**src/rtl/bram_stream_reader_pkg.sv**
```systemverilog
// Shared types and constants for the BRAM burst stream reader.
// Contents:
//   state_e : controller state encoding (IDLE / ISSUE / DRAIN)
//   RD_LAT  : BRAM read latency in cycles (address to data)
package bram_stream_reader_pkg;

    typedef enum logic [1:0] {
        ST_IDLE  = 2'b00,
        ST_ISSUE = 2'b01,
        ST_DRAIN = 2'b10
    } state_e;

    localparam int RD_LAT = 2;

endpackage

```
**src/rtl/bram_stream_reader_fifo.sv**
```systemverilog
// Small synchronous first-word-fall-through FIFO used as the output buffer
// of the stream reader. Push and pop may happen in the same cycle.
// Ports:
//   clk_i, rst_ni : clock, asynchronous active-low reset
//   push_i        : write wdata_i (ignored when full)
//   wdata_i       : write data
//   pop_i         : drop the head entry (ignored when empty)
//   rdata_o       : head entry (valid while empty_o is low)
//   empty_o       : no entries stored
//   count_o       : number of stored entries
module sync_fifo #(
    parameter int WIDTH = 73,
    parameter int DEPTH = 4
) (
    input  logic                       clk_i,
    input  logic                       rst_ni,
    input  logic                       push_i,
    input  logic [WIDTH-1:0]           wdata_i,
    input  logic                       pop_i,
    output logic [WIDTH-1:0]           rdata_o,
    output logic                       empty_o,
    output logic [$clog2(DEPTH):0]     count_o
);

    localparam int AW = $clog2(DEPTH);
    localparam int CW = AW + 1;

    logic [WIDTH-1:0] mem_q [DEPTH];
    logic [AW-1:0]    wptr_q;
    logic [AW-1:0]    rptr_q;
    logic [CW-1:0]    count_q;
    logic [CW-1:0]    count_d;
    logic             full_s;
    logic             push_s;
    logic             pop_s;

    assign empty_o = (count_q == '0);
    assign full_s  = (count_q == CW'(DEPTH));
    assign push_s  = push_i & ~full_s;
    assign pop_s   = pop_i & ~empty_o;
    assign rdata_o = mem_q[rptr_q];
    assign count_o = count_q;

    // Occupancy update; simultaneous push and pop leaves the count unchanged.
    always_comb begin
        count_d = count_q;
        case ({push_s, pop_s})
            2'b10:   count_d = count_q + CW'(1);
            2'b01:   count_d = count_q - CW'(1);
            default: count_d = count_q;
        endcase
    end

    // Storage array; contents need no reset since empty_o masks them.
    always_ff @(posedge clk_i) begin
        if (push_s) begin
            mem_q[wptr_q] <= wdata_i;
        end
    end

    // Pointer and count registers.
    always_ff @(posedge clk_i or negedge rst_ni) begin
        if (!rst_ni) begin
            wptr_q  <= '0;
            rptr_q  <= '0;
            count_q <= '0;
        end else begin
            count_q <= count_d;
            if (push_s) begin
                wptr_q <= wptr_q + AW'(1);
            end
            if (pop_s) begin
                rptr_q <= rptr_q + AW'(1);
            end
        end
    end

endmodule

```
**src/rtl/bram_stream_reader.sv**
```systemverilog
// Reads a burst of words from a BRAM read port (fixed 2-cycle latency) and
// streams them out over a valid/ready interface with a last marker.
// Reads are only issued when the output FIFO is guaranteed room for the
// returning data, so the FIFO can never overflow.
// Ports:
//   clk, rst_n              : clock, asynchronous active-low reset
//   cmd_valid/cmd_ready     : burst command handshake (ready only in IDLE)
//   cmd_addr, cmd_len       : burst start address and length (0..2^ADDR)
//   mem_addr, mem_wr        : BRAM address, write enable (always 0)
//   mem_rdata               : BRAM read data, RD_LAT cycles after address
//   out_valid/out_ready     : output stream handshake
//   out_data, out_last      : streamed word and final-word marker
//   busy                    : controller not in IDLE
module bram_stream_reader
    import bram_stream_reader_pkg::*;
#(
    parameter int DATA  = 72,
    parameter int ADDR  = 10,
    parameter int DEPTH = 4
) (
    input  logic            clk,
    input  logic            rst_n,
    input  logic            cmd_valid,
    output logic            cmd_ready,
    input  logic [ADDR-1:0] cmd_addr,
    input  logic [ADDR:0]   cmd_len,
    output logic [ADDR-1:0] mem_addr,
    output logic            mem_wr,
    input  logic [DATA-1:0] mem_rdata,
    output logic            out_valid,
    input  logic            out_ready,
    output logic [DATA-1:0] out_data,
    output logic            out_last,
    output logic            busy
);

    localparam int CW = $clog2(DEPTH) + 1;
    localparam logic [CW:0] DEPTH_W = (CW+1)'(DEPTH);

    state_e            state_q, state_d;
    logic [ADDR-1:0]   addr_q, addr_d;
    logic [ADDR:0]     rem_q, rem_d;
    logic [RD_LAT-1:0] pv_q;
    logic [RD_LAT-1:0] pl_q;

    logic              issue_s;
    logic              last_issue_s;
    logic [CW-1:0]     inflight_s;
    logic [CW-1:0]     fifo_count_s;
    logic [CW:0]       used_s;
    logic              fifo_empty_s;
    logic [DATA:0]     fifo_head_s;
    logic              pop_s;
    logic              drain_done_s;

    // Reads in flight are exactly the set valid bits of the latency pipeline.
    assign inflight_s   = CW'($countones(pv_q));
    assign used_s       = {1'b0, fifo_count_s} + {1'b0, inflight_s};
    assign pop_s        = ~fifo_empty_s & out_ready;
    // Leave DRAIN on the same edge that the last word is consumed.
    assign drain_done_s = (inflight_s == '0) &&
                          (fifo_empty_s || (pop_s && fifo_head_s[DATA]));

    // Next-state, address and remaining-count logic.
    always_comb begin
        state_d      = state_q;
        addr_d       = addr_q;
        rem_d        = rem_q;
        issue_s      = 1'b0;
        last_issue_s = 1'b0;
        case (state_q)
            ST_IDLE: begin
                if (cmd_valid && (cmd_len != '0)) begin
                    addr_d  = cmd_addr;
                    rem_d   = cmd_len;
                    state_d = ST_ISSUE;
                end else begin
                    state_d = ST_IDLE;
                end
            end
            ST_ISSUE: begin
                if ((rem_q != '0) && (used_s < DEPTH_W)) begin
                    issue_s = 1'b1;
                    addr_d  = addr_q + ADDR'(1);
                    rem_d   = rem_q - (ADDR+1)'(1);
                    if (rem_q == (ADDR+1)'(1)) begin
                        last_issue_s = 1'b1;
                        state_d      = ST_DRAIN;
                    end else begin
                        state_d = ST_ISSUE;
                    end
                end else begin
                    state_d = ST_ISSUE;
                end
            end
            ST_DRAIN: begin
                if (drain_done_s) begin
                    state_d = ST_IDLE;
                end else begin
                    state_d = ST_DRAIN;
                end
            end
            default: begin
                state_d = ST_IDLE;
            end
        endcase
    end

    // Controller state, address, remaining count and read-tag pipeline.
    always_ff @(posedge clk or negedge rst_n) begin
        if (!rst_n) begin
            state_q <= ST_IDLE;
            addr_q  <= '0;
            rem_q   <= '0;
            pv_q    <= '0;
            pl_q    <= '0;
        end else begin
            state_q <= state_d;
            addr_q  <= addr_d;
            rem_q   <= rem_d;
            pv_q    <= {pv_q[RD_LAT-2:0], issue_s};
            pl_q    <= {pl_q[RD_LAT-2:0], last_issue_s};
        end
    end

    sync_fifo #(
        .WIDTH (DATA + 1),
        .DEPTH (DEPTH)
    ) u_fifo (
        .clk_i   (clk),
        .rst_ni  (rst_n),
        .push_i  (pv_q[RD_LAT-1]),
        .wdata_i ({pl_q[RD_LAT-1], mem_rdata}),
        .pop_i   (pop_s),
        .rdata_o (fifo_head_s),
        .empty_o (fifo_empty_s),
        .count_o (fifo_count_s)
    );

    assign cmd_ready = (state_q == ST_IDLE);
    assign busy      = (state_q != ST_IDLE);
    assign mem_addr  = addr_q;
    assign mem_wr    = 1'b0;
    assign out_valid = ~fifo_empty_s;
    assign out_data  = fifo_head_s[DATA-1:0];
    assign out_last  = fifo_head_s[DATA] & ~fifo_empty_s;

endmodule

```
**config.mk**
```make
export PLATFORM = sky130hd
export DESIGN_NAME = bram_stream_reader
export DESIGN_NICKNAME = d
export VERILOG_FILES = /design/src/rtl/bram_stream_reader_pkg.sv /design/src/rtl/bram_stream_reader_fifo.sv /design/src/rtl/bram_stream_reader.sv
export SDC_FILE = /design/constraint.sdc
export NUM_CORES = 1
export LEC_CHECK = 0
export ABC_AREA = 0
export BUFFER_PORTS_ARGS = -buffer_cell sky130_fd_sc_hd__buf_2
export CAP_MARGIN = 20
export CORE_MARGIN = 1
export CORE_UTILIZATION = 45
export CTS_CLUSTER_SIZE = 40
export DETAILED_ROUTE_END_ITERATION = 8
export PLACE_DENSITY = 0.61
export SLEW_MARGIN = 20
export SYNTH_ARGS = -nofsm -noshare
export SYNTH_HDL_FRONTEND = slang
export SYNTH_SLANG_ARGS = --single-unit
```
**constraint.sdc**
```tcl
create_clock -name clk -period 4.39 [get_ports clk]
set_clock_uncertainty 0.15 [all_clocks]
set_input_delay 0.439 -clock clk [delete_from_list [all_inputs] [get_ports clk]]
set_output_delay 0.439 -clock clk [all_outputs]
set_load 0.05 [all_outputs]
```
After elaboration in Yosys (flattened, before gate mapping):

Memory sizes are Yosys's and may differ from the RTL's.
Index checks and enable logic that the tools add are counted.
Widths: inputs -> output; s select.

* input port bits: 97
* word-level logic and storage cells: 65
* output and inout bits: 87
* memories kept: 1
* register bits: 34
* RAM bits: 292

Memories
* u_fifo.mem_q: depth 4, bits a word 73, read ports 1, clocked after memory_dff 0, wr ports 1, RTL line bram_stream_reader_fifo.sv:28 `logic [WIDTH-1:0] mem_q [DEPTH];`

* order comparisons: 1
* bitwise operators: 6
* equal/unequal tests: 8
* multiplexer cells: 19
* reductions and logical operators: 14
* add/sub/neg operators: 8

Operators by type and width (number)
* $mux 11: 2
* $pmux 11 s2: 1
* $reduce_bool 11->1: 2
* $mux 10: 2
* $pmux 10 s2: 1
* $eq 11x1->1 const B: 1
* $sub 11x1->11 const B: 1
* $add 10x1->10 const B: 1
* $mux 1: 8
* $logic_not 3->1: 2
* $mux 2: 3
* $pmux 2 s3: 1
* $pmux 3 s2: 1
* $reduce_bool 2->1: 3
* $add 2x1->2 const B: 2
* $add 3x2->4: 1
* $and 1x1->1: 4
* $eq 2x1->1 const B: 2
* $eq 2x2->1 const B: 2
* $logic_and 1x1->1: 4
* $lt 4x3->1 const B: 1
* $add 3x1->3 const B: 1
* $eq 3x3->1 const B: 1
* $reduce_and 3->1: 1
* other kinds (7): 8

Depth between registers and ports, before layout:

Gate-level depths: netlist of the first run.

* depth in word-level cells: 8
* gate-level depth with buffers: 9
* depth with buffers taken out: 9

By module:

A second synthesis of the first run with hierarchy kept.

* cell total of the unflattened synthesis: 616
* area total of the unflattened synthesis: 12639.6 um^2

By module, submodules not included
* sync_fifo: area an instance 10951.8 um^2, seq. area each 8943.6 um^2, cells an instance 419, times used 1
* bram_stream_reader: area an instance 1687.9 um^2, seq. area each 675.6 um^2, cells an instance 197, times used 1

Least setup slack after synthesis of the first run:

No wires, ideal clock.

* path kind: reg-to-reg
* start: reg u_fifo.count_q[0], in the netlist u_fifo.count_o[0]
* end: mem u_fifo.mem_q[0][0] (enable)
* library setup time: 0.439 ns
* arrival: 2.635 ns
* stages on the path, launching flop included: 4
* period minus slack after synthesis: 3.225 ns
* path slack: 1.165 ns
* data required time: 3.801 ns
* cell sequence: dfrtp_1 > inv_1 > a31oi_1 > and2_1

* word-level cells in the longest chain between the ends: 5

RTL lines
* start, declared: RTL line bram_stream_reader_fifo.sv:31 `logic [CW-1:0] count_q;`
* start signal, assigned: RTL line bram_stream_reader_fifo.sv:68 `count_q <= count_d;`
* $eq 3x3->1: RTL line bram_stream_reader_fifo.sv:38 `assign full_s = (count_q == CW'(DEPTH));`
* $not 1->1: RTL line bram_stream_reader_fifo.sv:39 `assign push_s = push_i & ~full_s;`
* $and 1x1->1: RTL line bram_stream_reader_fifo.sv:39
* $mux 1: RTL line bram_stream_reader_fifo.sv:56 `if (push_s) begin`
* $mux 1 (implied by the code): RTL line bram_stream_reader_fifo.sv:57 `mem_q[wptr_q] <= wdata_i;`
* end, declared: RTL line bram_stream_reader_fifo.sv:28

Every way passes these cells.

Worst setup path in the final report of the first run:

* start: reg u_fifo.rptr_q[1]
* end: out out_data[45]

* word-level cells in the longest chain between the ends: 1

RTL lines
* start, declared: RTL line bram_stream_reader_fifo.sv:30 `logic [AW-1:0] rptr_q;`
* start signal, assigned: RTL line bram_stream_reader_fifo.sv:73 `rptr_q <= rptr_q + AW'(1);`
* $mem_v2 4x73
* end, declared: RTL line bram_stream_reader.sv:32 `output logic [DATA-1:0] out_data,`

Every way passes these cells.

==> results.ini, run 1 <==
[timing]
rsz0062_at_grt = no
maxSlewHeadroom_pct = 39.38
maxSlewViolCount = 0
hold_ws_ps = 9.775
final-setup-viol-count = 0
worstMarginPinSlew_ps = 909.3
finalHoldViolations = 0
period_share_pct = 71.40
finalCriticalPeriod_ps = 3135
fmax_ghz = 0.3190
fin_ws_ps = 1255
fin_tns_setup_ps = 0

[logic_synthesis]
async_flop_share_pct = 10.43
syn_inst = 612
synth_cell_types = 49
ys_ff_latch = 326
synth_compound_area_share_pct = 3.612
synthAdderAreaFrac_pct = 1.357
yosysWarnings = 0
synth_fp_nets = 722
postSynthAreaPerCell_um2 = 20.49
yosys-mux-area-fraction_pct = 13.19
synth_ff_type = edfxtp_1
synth_top_family_by_area = multiplexers
synth_edf_count = 292
synth.cell_area_um2 = 12540
synth_xor_area_share_pct = 0.4190
synth-simple-area-share_pct = 3.203
ys_seq_area_share_pct = 76.70

[global_routing]
antenna_found_initial = 1
grt_pass1_wl_um = 38900
grt_max_degree = 61
gr-usage-all-layers_pct = 17.72
first_global_vias = 7130
overflow = 0

[final_layout]
utilization_pct = 57.48
syn_to_final_growth_pct = 24.56
layout.nets = 982
diodes = 0
final_area_um2 = 15620
drive_gt1_share_pct = 37.53
instances_no_fill = 1270

[clock_tree]
clockBufferDepth = 3
root_buffer = clkbuf_16
path_clk_slew_ps = 60
clkLatencyLatePin_ps = 500
cts_num_sinks = 326
cts_buffers = 36
h-tree-depth = 2
cts_resized = 0
tritoncts = built

[critical_path]
timing.rr.start = u_fifo.count_o[0]$_DFFE_PN0P_
worstPathArrival_ps = 2550
worstPathCellList = buf_4 -> mux4_2 -> buf_2
worst-path-max-fanout = 60
crit_start = u_fifo.rptr_q[1]$_DFFE_PN0P_
critPathLaunchType = register
worst-path-buf-inv = 2
critical_path.endpoint_type = primary output
crit_family = flip-flops
crit_type = register to primary output
slowest_stage = dfrtp_4
cpPeakStageDelay_ps = 1010
critPathRequiredTime_ps = 3800

[power_and_ir_drop]
p_leak_nw = 5.634
vdd_drop_max_uv = 461.4
p_per_area_nw_per_um2 = 777.8
p_total_mw = 12.15

[place]
gp_congestion = 0.8274
portBuffers = 182
dp_slack_ps = 1584
place_hpwl_um = 15460
placed_cells = 1152
place_area_um2 = 13920

[floorplanning]
die-height_um = 168.9
dieArea_um2 = 28540
die_w_um = 168.9
num_rows = 60
start_util_pct = 46.15
io_pins = 184
core_area_um2 = 27180

[hold_path]
min_from = mem_rdata[63]
hold_path.class = input port to register

[drt]
wl_um = 24800
via_count = 6638
drt_pre_antenna_iters = 4
first_iter_violations = 503
drtAntennaViolNets = 0
routed_via_density = 5.227
route.detailed.drc = 0
wire_per_inst_um = 19.53

[run]
drv_cap = 0

[outcome]
status = completed

## per-layer routing
layer  up-vias  global-route usage, %  part of all wire, %
li1       3015                      -                    -
met1      3377                  23.35                   42
met2       203                  29.70                   50
met3        41                  3.998                  6.2
met4         2                  4.941                  1.7
met5         -                      0                0.069
## layout by cell type (no fill, tap or decap), types with 3 or more instances in the layout
cell type	instances
a21oi_1	19
a22oi_2	3
a31oi_1	3
and2_1	3
and2_4	4
and3_1	4
buf_2	182
buf_4	12
bufinv_16	4
clkbuf_1	5
clkbuf_16	37
clkinv_1	6
clkinv_2	7
dfrtp_1	32
dlygate4sd3_1	54
edfxtp_1	292
ha_1	12
inv_1	15
inv_6	3
mux4_2	73
nand2_1	35
nand3_1	4
nand4_1	3
nor2_1	12
nor4_1	3
o21ai_0	20
o22ai_1	6
xnor2_1	3
xor2_1	3
## Yosys cell counts (2+ instances only)
library cell	number	share of area, %
inv_1	15	0.45
and3_1	4	0.20
xor2_1	3	0.21
mux4_2	73	13
a21oi_1	19	0.76
buf_1	3	0.090
dfrtp_1	34	6.8
nor2_1	12	0.36
edfxtp_1	292	70
o211ai_1	2	0.12
nand2_1	35	1.0
o21a_1	2	0.12
or3_1	2	0.10
o21ai_0	20	0.80
and4_1	2	0.14
nor4_1	3	0.15
o22ai_1	6	0.30
nand4_1	3	0.15
a22o_1	2	0.14
and2_1	7	0.35
xnor2_1	3	0.21
nand3_1	4	0.16
buf_6	2	0.18
nor3_1	2	0.080
ha_1	12	1.2
o2bb2ai_1	2	0.14
buf_2	8	0.32
a22oi_2	3	0.30
clkbuf_1	13	0.39
or4_4	2	0.18
a31oi_1	3	0.15
a31o_2	2	0.14
## report_power, final
group          internal (mW)  switching [mW]
sequential              4.14           0.456
combinational           1.45            3.16
clock                   1.78            1.16
## cells by family (layout without fill, tap and decap cells)
family	after synthesis	count (layout)
DFF	326	326
and+or+nand+nor	81	81
muxes	74	74
AOI/OAI and AO/OA	69	69
buffers and inverters	42	328
adders and majority gates	13	13
xor gates and xnor gates	6	6
other	1	1
## worst paths after layout
check / to / slack, ps / cells past startpoint
max reg2reg: u_fifo.mem_q[3][53]$_DFFE_PP_ / 1660 / 4
min reg2reg: pl_q[1]$_DFF_PN0_ / 210 / 0
max in group asynchronous: u_fifo.rptr_q[1]$_DFFE_PN0P_ / 3100 / 2
min: u_fifo.mem_q[2][63]$_DFFE_PP_ / 10 / 1
min in group asynchronous: rem_q[1]$_DFFE_PN0P_ / 400 / 2
max: out_data[45] / 1260 / 3
## cell type report
cell class | count | area (um^2)
inverters | 15 | 56.30
flip-flops and latches | 326 | 9627
clock inverters | 22 | 219.0
fillers | 2098 | 11550
repair buffers | 249 | 1562
well taps | 372 | 465.4
multi-input cells | 244 | 2748
clock buffers | 42 | 944.7
## sequential cells by signal (all words and copies together), names as in the netlist
signal	count
u_fifo.mem_q	292
u_fifo.rptr_q	2
mem_addr	10
pl_q	2
pv_q	2
u_fifo.count_o	3
state_q	2
rem_q	11
u_fifo.wptr_q	2
## timing repair
item / CTS / global route
hold buffers: 54 / 0
hold endpoints to repair: 235 / 0
setup buffers: 0 / 0
(Power assumes the default switching activity.)
==> run 2: changes to the inputs <==
Clock period 4.39 ns to 3.25 ns, I/O delays scaled along.
==> run 2 against run 1 <==
Effect of this change:
- core utilization up 1.4 points
- die area is the same
- largest cell class unchanged
- sequential power is 33% higher
- via count up 1.9%
- largest power group unchanged
- setup slack lost 740 ps
- routed wire length decreased by 0.46%
- sequential share of layout area shrank 1.5 points
- sequential cell count stayed put
- critical path depth unchanged
==> results.ini, run 2 (same netlist as run 1, synthesis figures left out) <==
[drt]
first_iter_violations = 459  ; -8.7%
via_count = 6762  ; +1.9%
drt_pre_antenna_iters = 7  ; +3
route.detailed.drc = 0  ; unchanged
wire_per_inst_um = 19.12  ; -2.1%
drtAntennaViolNets = 0  ; unchanged
wl_um = 24690  ; -0.46%
routed_via_density = 5.238  ; +0.21%

[critical_path]
crit_type = register to primary output
worstRegToRegCells = 8  ; +4
cp.depth = 3  ; unchanged
crit_start = u_fifo.rptr_q[1]$_DFFE_PN0P_
timing.rr.end = rem_q[3]$_DFFE_PN0P_
critPathRequiredTime_ps = 2770  ; -1030 ps
crit_path_end = out_data[32]
slowest_stage = dfrtp_4
critical_path.endpoint_type = primary output
crit_family = flip-flops
critPathLaunchType = register
reg2reg_slack_ps = 630  ; -1030 ps
timing.rr.start = pv_q[0]$_DFF_PN0_
worstPathCellList = buf_12 -> mux4_2 -> buf_2
cpPeakStageDelay_ps = 820  ; -190 ps
worstPathArrival_ps = 2260  ; -290 ps
worst-path-buf-inv = 2  ; unchanged
worst-path-max-fanout = 39  ; -35%

[timing]
worstMarginPinSlew_ps = 802.8  ; -106.5 ps
period_share_pct = 84.05
finalCriticalPeriod_ps = 2732
maxSlewViolCount = 0  ; unchanged
final-setup-viol-count = 0  ; unchanged
rsz0062_at_grt = no
fin_ws_ps = 518.3  ; -737.1 ps
fmax_ghz = 0.3661
finalHoldViolations = 0  ; unchanged
maxSlewHeadroom_pct = 46.48  ; +7.1 points
fin_tns_setup_ps = 0  ; unchanged

[final_layout]
diodes = 0  ; unchanged
drive_gt1_share_pct = 36.34  ; -1.2 points
layout_commonest_cell = edfxtp_1
layout_common_cells = edfxtp_1, buf_2, dlygate4sd3_1, mux4_2, clkbuf_16
largest_reg_flops = 292  ; unchanged
utilization_pct = 58.92  ; +1.4 points
top_register = u_fifo.mem_q
layout.nets = 1009  ; +2.7%
syn_to_final_growth_pct = 27.68

[global_routing]
grt.busiest_layer = met2
grt_max_degree = 44  ; -28%
antenna_found_initial = 0  ; -1
first_global_vias = 7172  ; +0.59%
grt_pass1_wl_um = 38630  ; -0.69%
use_met1_pct = 23.29  ; -0.057 points
met2_usage_pct = 29.86  ; +0.16 points
overflow = 0  ; unchanged
grtUsageMet3_pct = 3.788  ; -0.21 points
gr-usage-all-layers_pct = 17.68  ; -0.033 points

[place]
portBuffers = 182  ; unchanged
place_hpwl_um = 15350  ; -0.68%
dp_slack_ps = 644.1  ; -939.9 ps
gp_congestion = 0.7990  ; -3.4%

[power_and_ir_drop]
p_per_area_nw_per_um2 = 1033  ; +33%
swShare_pct = 38.80  ; -0.47 points
vdd_drop_max_uv = 704.6  ; +53%
seq_power_share_pct = 36.9  ; -1.0 points
p_int_mw = 10.12  ; +37%
p_total_mw = 16.54  ; +36%
p_sw_mw = 6.418  ; +34%
p_clk_share_pct = 23.7  ; -0.5 points
p_leak_nw = 5.773  ; +2.5%
combPwrFrac_pct = 39.4  ; +1.4 points

[floorplanning]
start_util_pct = 46.15  ; unchanged
num_rows = 60  ; unchanged
dieArea_um2 = 28540  ; unchanged
die_w_um = 168.9  ; unchanged
die-height_um = 168.9  ; unchanged
core_area_um2 = 27180  ; unchanged
io_pins = 184  ; unchanged

[clock_tree]
cts_buffers = 35  ; -2.8%
h-tree-depth = 2  ; unchanged
clockBufferDepth = 3  ; unchanged
tritoncts = built
path_clk_slew_ps = 60  ; about the same
cts_num_sinks = 326  ; unchanged
post_cts_buffers = 0  ; unchanged
root_buffer = clkbuf_16
cts_resized = 0  ; unchanged
clkLatencyLatePin_ps = 500  ; about the same

[run]
drv_cap = 0  ; unchanged

[hold_path]
hold_path.class = input port to register

[outcome]
status = completed

## run 2: tightest hold or removal path: stages
cell and delay, ps:
buf_2 80, o22ai_1 80, a21oi_1 130
## run 2: final cells by class
cell class	instances	area [um^2]
Sequential cell	326	9627
Tap cell	372	465.4
Clock inverter	14	172.7
Multi-Input combinational cell	244	2748
Timing Repair Buffer	277	1964
Inverter	15	56.30
Clock buffer	43	978.4
Fill cell	2041	11160
## run 2: how the worst min path moves through the flow
stage	start	endpoint	depth (start not counted)
3_5_place_dp	pl_q[0]$_DFF_PN0_	pl_q[1]$_DFF_PN0_	0
2_1_floorplan	rst_n	mem_addr[0]$_DFFE_PN0P_	0
6_report	cmd_addr[7]	mem_addr[7]$_DFFE_PN0P_	3
5_1_grt	cmd_len[6]	rem_q[6]$_DFFE_PN0P_	3
3_3_place_gp	pl_q[0]$_DFF_PN0_	pl_q[1]$_DFF_PN0_	0
4_1_cts	cmd_addr[7]	mem_addr[7]$_DFFE_PN0P_	3
## run 2: power by group through the flow
stage | combinational [mW] | clock, mW | sequential, mW
2_1_floorplan | 4.89 | 0 | 6.18
3_5_place_dp | 6.52 | 0 | 6.19
5_1_grt | 6.90 | 4.16 | 6.20
6_report | 6.51 | 3.92 | 6.10
3_3_place_gp | 6.43 | 0 | 6.12
4_1_cts | 6.61 | 4.02 | 6.11
## run 2: what timing repair did
action                                  in CTS  in global routing
endpoints found under the setup margin       0                  0
hold buffers                                81                  0
endpoints found under the hold margin      330                  0
## run 2: metrics by stage
step	cell area (um^2)	instances	hold slack [ps]
after detailed placement	14050	1153	191.9
after global placement	14050	1153	196.8
after floorplan	12540	612	-120.6
after CTS	16010	1291	0.6372
final	16010	1291	18.21
after global routing	16010	1291	14.68
## run 2: per-layer routing
| metal | part of all wire (%) | routed length [um] |
|---|---|---|
| met1 | 42 | 10310 |
| met4 | 1.6 | 403 |
| met2 | 50 | 12320 |
| met3 | 6.7 | 1660 |
| met5 | 0 | 0 |
==> run 3: changes to the inputs <==
Clock period 3.25 ns to 2.7 ns, I/O delays scaled along.
==> run 3 against run 2 <==
Effect of this change:
- hold slack better by 18 ps
- total power up 19%
- clock power up 9.4%
- critical endpoint is now out_last
- sequential cell count unchanged
- global-route usage up 0.34 points
- via count up 1.4%
- sequential power up 18%
- critical path depth up 1
- core utilization up 0.27 points
- setup slack worse by 410 ps
- routed wire length up 1.9%
- cell count up 1.8%
==> results.ini, run 3 (same netlist as run 1, synthesis figures left out) <==
[final_layout]
instances_no_fill = 1314  ; +1.8%
top_register = u_fifo.mem_q
drive_gt1_share_pct = 35.39  ; -0.96 points
syn_to_final_growth_pct = 28.26
layout_common_cells = edfxtp_1, buf_2, dlygate4sd3_1, mux4_2, clkbuf_16
n_fill_cell = 2081  ; +2.0%
largest_reg_flops = 292  ; unchanged
layout.nets = 1029  ; +2.0%
final_area_um2 = 16080  ; +0.45%
layout_commonest_cell = edfxtp_1

[power_and_ir_drop]
p_per_area_nw_per_um2 = 1220  ; +18%
p_sw_mw = 7.761  ; +21%
p_leak_nw = 5.810  ; +0.64%
seq_power_share_pct = 36.7  ; -0.2 points
vdd_drop_max_uv = 902.5  ; +28%
p_clk_share_pct = 21.9  ; -1.8 points
swShare_pct = 39.56  ; +0.75 points
p_int_mw = 11.86  ; +17%
combPwrFrac_pct = 41.4  ; +2.0 points

[timing]
fin_ws_ps = 105.0  ; -413.2 ps
rsz0062_at_grt = no
finalHoldViolations = 0  ; unchanged
fmax_ghz = 0.3854
final-setup-viol-count = 0  ; unchanged
maxSlewViolCount = 0  ; unchanged
hold_ws_ps = 36.09  ; +17.88 ps
finalCriticalPeriod_ps = 2595
fin_tns_setup_ps = 0  ; unchanged
worstMarginPinSlew_ps = 799.2  ; -3.637 ps
period_share_pct = 96.11
maxSlewHeadroom_pct = 46.72  ; +0.24 points

[critical_path]
slowest_stage = mux4_2
cpPeakStageDelay_ps = 560  ; -260 ps
worstRegToRegCells = 8  ; unchanged
worstPathArrival_ps = 2170  ; -90 ps
worstPathCellList = buf_12 -> mux4_2 -> and2_1 -> buf_2
critical_path.endpoint_type = primary output
crit_type = register to primary output
worst-path-max-fanout = 30  ; -23%
critPathLaunchType = register
critPathRequiredTime_ps = 2280  ; -490 ps

[global_routing]
gr-usage-all-layers_pct = 18.02  ; +0.34 points
first_global_vias = 7372  ; +2.8%
overflow = 0  ; unchanged
grt_pass1_wl_um = 39450  ; +2.1%
antenna_found_initial = 1  ; +1
grt_max_degree = 46  ; +4.5%

[place]
placed_cells = 1160  ; +0.61%
portBuffers = 182  ; unchanged
place_area_um2 = 14130  ; +0.55%
dp_slack_ps = 276.3  ; -367.8 ps
gp_congestion = 0.8330  ; +4.3%
place_hpwl_um = 15550  ; +1.3%

[clock_tree]
path_clk_slew_ps = 60  ; about the same
cts_buffers = 36  ; +2.9%
root_buffer = clkbuf_16
h-tree-depth = 2  ; unchanged
post_cts_buffers = 0  ; unchanged
tritoncts = built
clockBufferDepth = 3  ; unchanged
cts_num_sinks = 326  ; unchanged
clkLatencyLatePin_ps = 500  ; about the same

[floorplanning]
io_pins = 184  ; unchanged
die_w_um = 168.9  ; unchanged
dieArea_um2 = 28540  ; unchanged
core_area_um2 = 27180  ; unchanged
start_util_pct = 46.15  ; unchanged
num_rows = 60  ; unchanged
die-height_um = 168.9  ; unchanged

[drt]
first_iter_violations = 391  ; -15%
via_count = 6858  ; +1.4%
route.detailed.drc = 0  ; unchanged
routed_via_density = 5.219  ; -0.36%
wl_um = 25150  ; +1.9%
drt_pre_antenna_iters = 5  ; -2
drtAntennaViolNets = 0  ; unchanged
wire_per_inst_um = 19.14  ; about the same

[hold_path]
hold_path.class = input port to register
hold_path_depth = 4  ; +1

[run]
drv_cap = 0  ; unchanged

[outcome]
status = completed

run 3: final timing paths:
check	endpoint	slack, ps	start
setup reg to reg	rem_q[4]$_DFFE_PN0P_	190	pv_q[0]$_DFF_PN0_
setup / recovery	out_last	110	u_fifo.rptr_q[0]$_DFFE_PN0P_
max in group asynchronous	u_fifo.rptr_q[1]$_DFFE_PN0P_	1550	rst_n
hold reg to reg	pl_q[1]$_DFF_PN0_	210	pl_q[0]$_DFF_PN0_
hold / removal	mem_addr[9]$_DFFE_PN0P_	40	cmd_addr[9]
min in group asynchronous	rem_q[2]$_DFFE_PN0P_	250	rst_n
run 3: timing repair:
item                                   in CTS  in global routing
gates resized for setup                     0                  0
hold buffers                               93                  0
setup endpoints to repair                   0                  0
endpoints found under the hold margin     342                  0
run 3: cell type report:
class / count / area [um^2] / area share (%)
diodes: 1 / 2.502 / 0.01556
repair buffers: 296 / 2162 / 13.44
clock buffers: 48 / 967.2 / 6.013
inverters: 15 / 56.30 / 0.3501
flip-flops and latches: 326 / 9627 / 59.85
well taps: 372 / 465.4 / 2.894
multi-input cells: 244 / 2748 / 17.08
clock inverters: 12 / 56.30 / 0.3501
run 3: metrics by stage:
step / power [mW] / util [%]
floorplan: 13.28 / -
global placement: 15.26 / 51.98
detailed placement: 15.43 / 51.98
CTS: 19.88 / 59.18
global route: 20.55 / 59.19
finish: 19.62 / 59.19
run 3: power groups by stage:
| stage | sequential [mW] | combinational [mW] | clock, mW |
|---|---|---|---|
| CTS | 7.22 | 8.24 | 4.42 |
| global placement | 7.23 | 8.02 | 0 |
| global route | 7.32 | 8.62 | 4.62 |
| detailed placement | 7.31 | 8.12 | 0 |
| finish | 7.21 | 8.12 | 4.29 |
| floorplan | 7.39 | 5.89 | 0 |
run 3: routing by layer:
layer	global-route usage (%)	share of wire (%)
met5	0	0
met1	22.30	41
met2	31.67	51
met3	4.396	6.2
met4	4.743	1.7
run 3: worst max-delay path: cells and delay by family, from the launching register on:
family	cells	cell delay, ps
buf+inv	2	470
simple gates	1	210
flops	1	440
mux	1	560
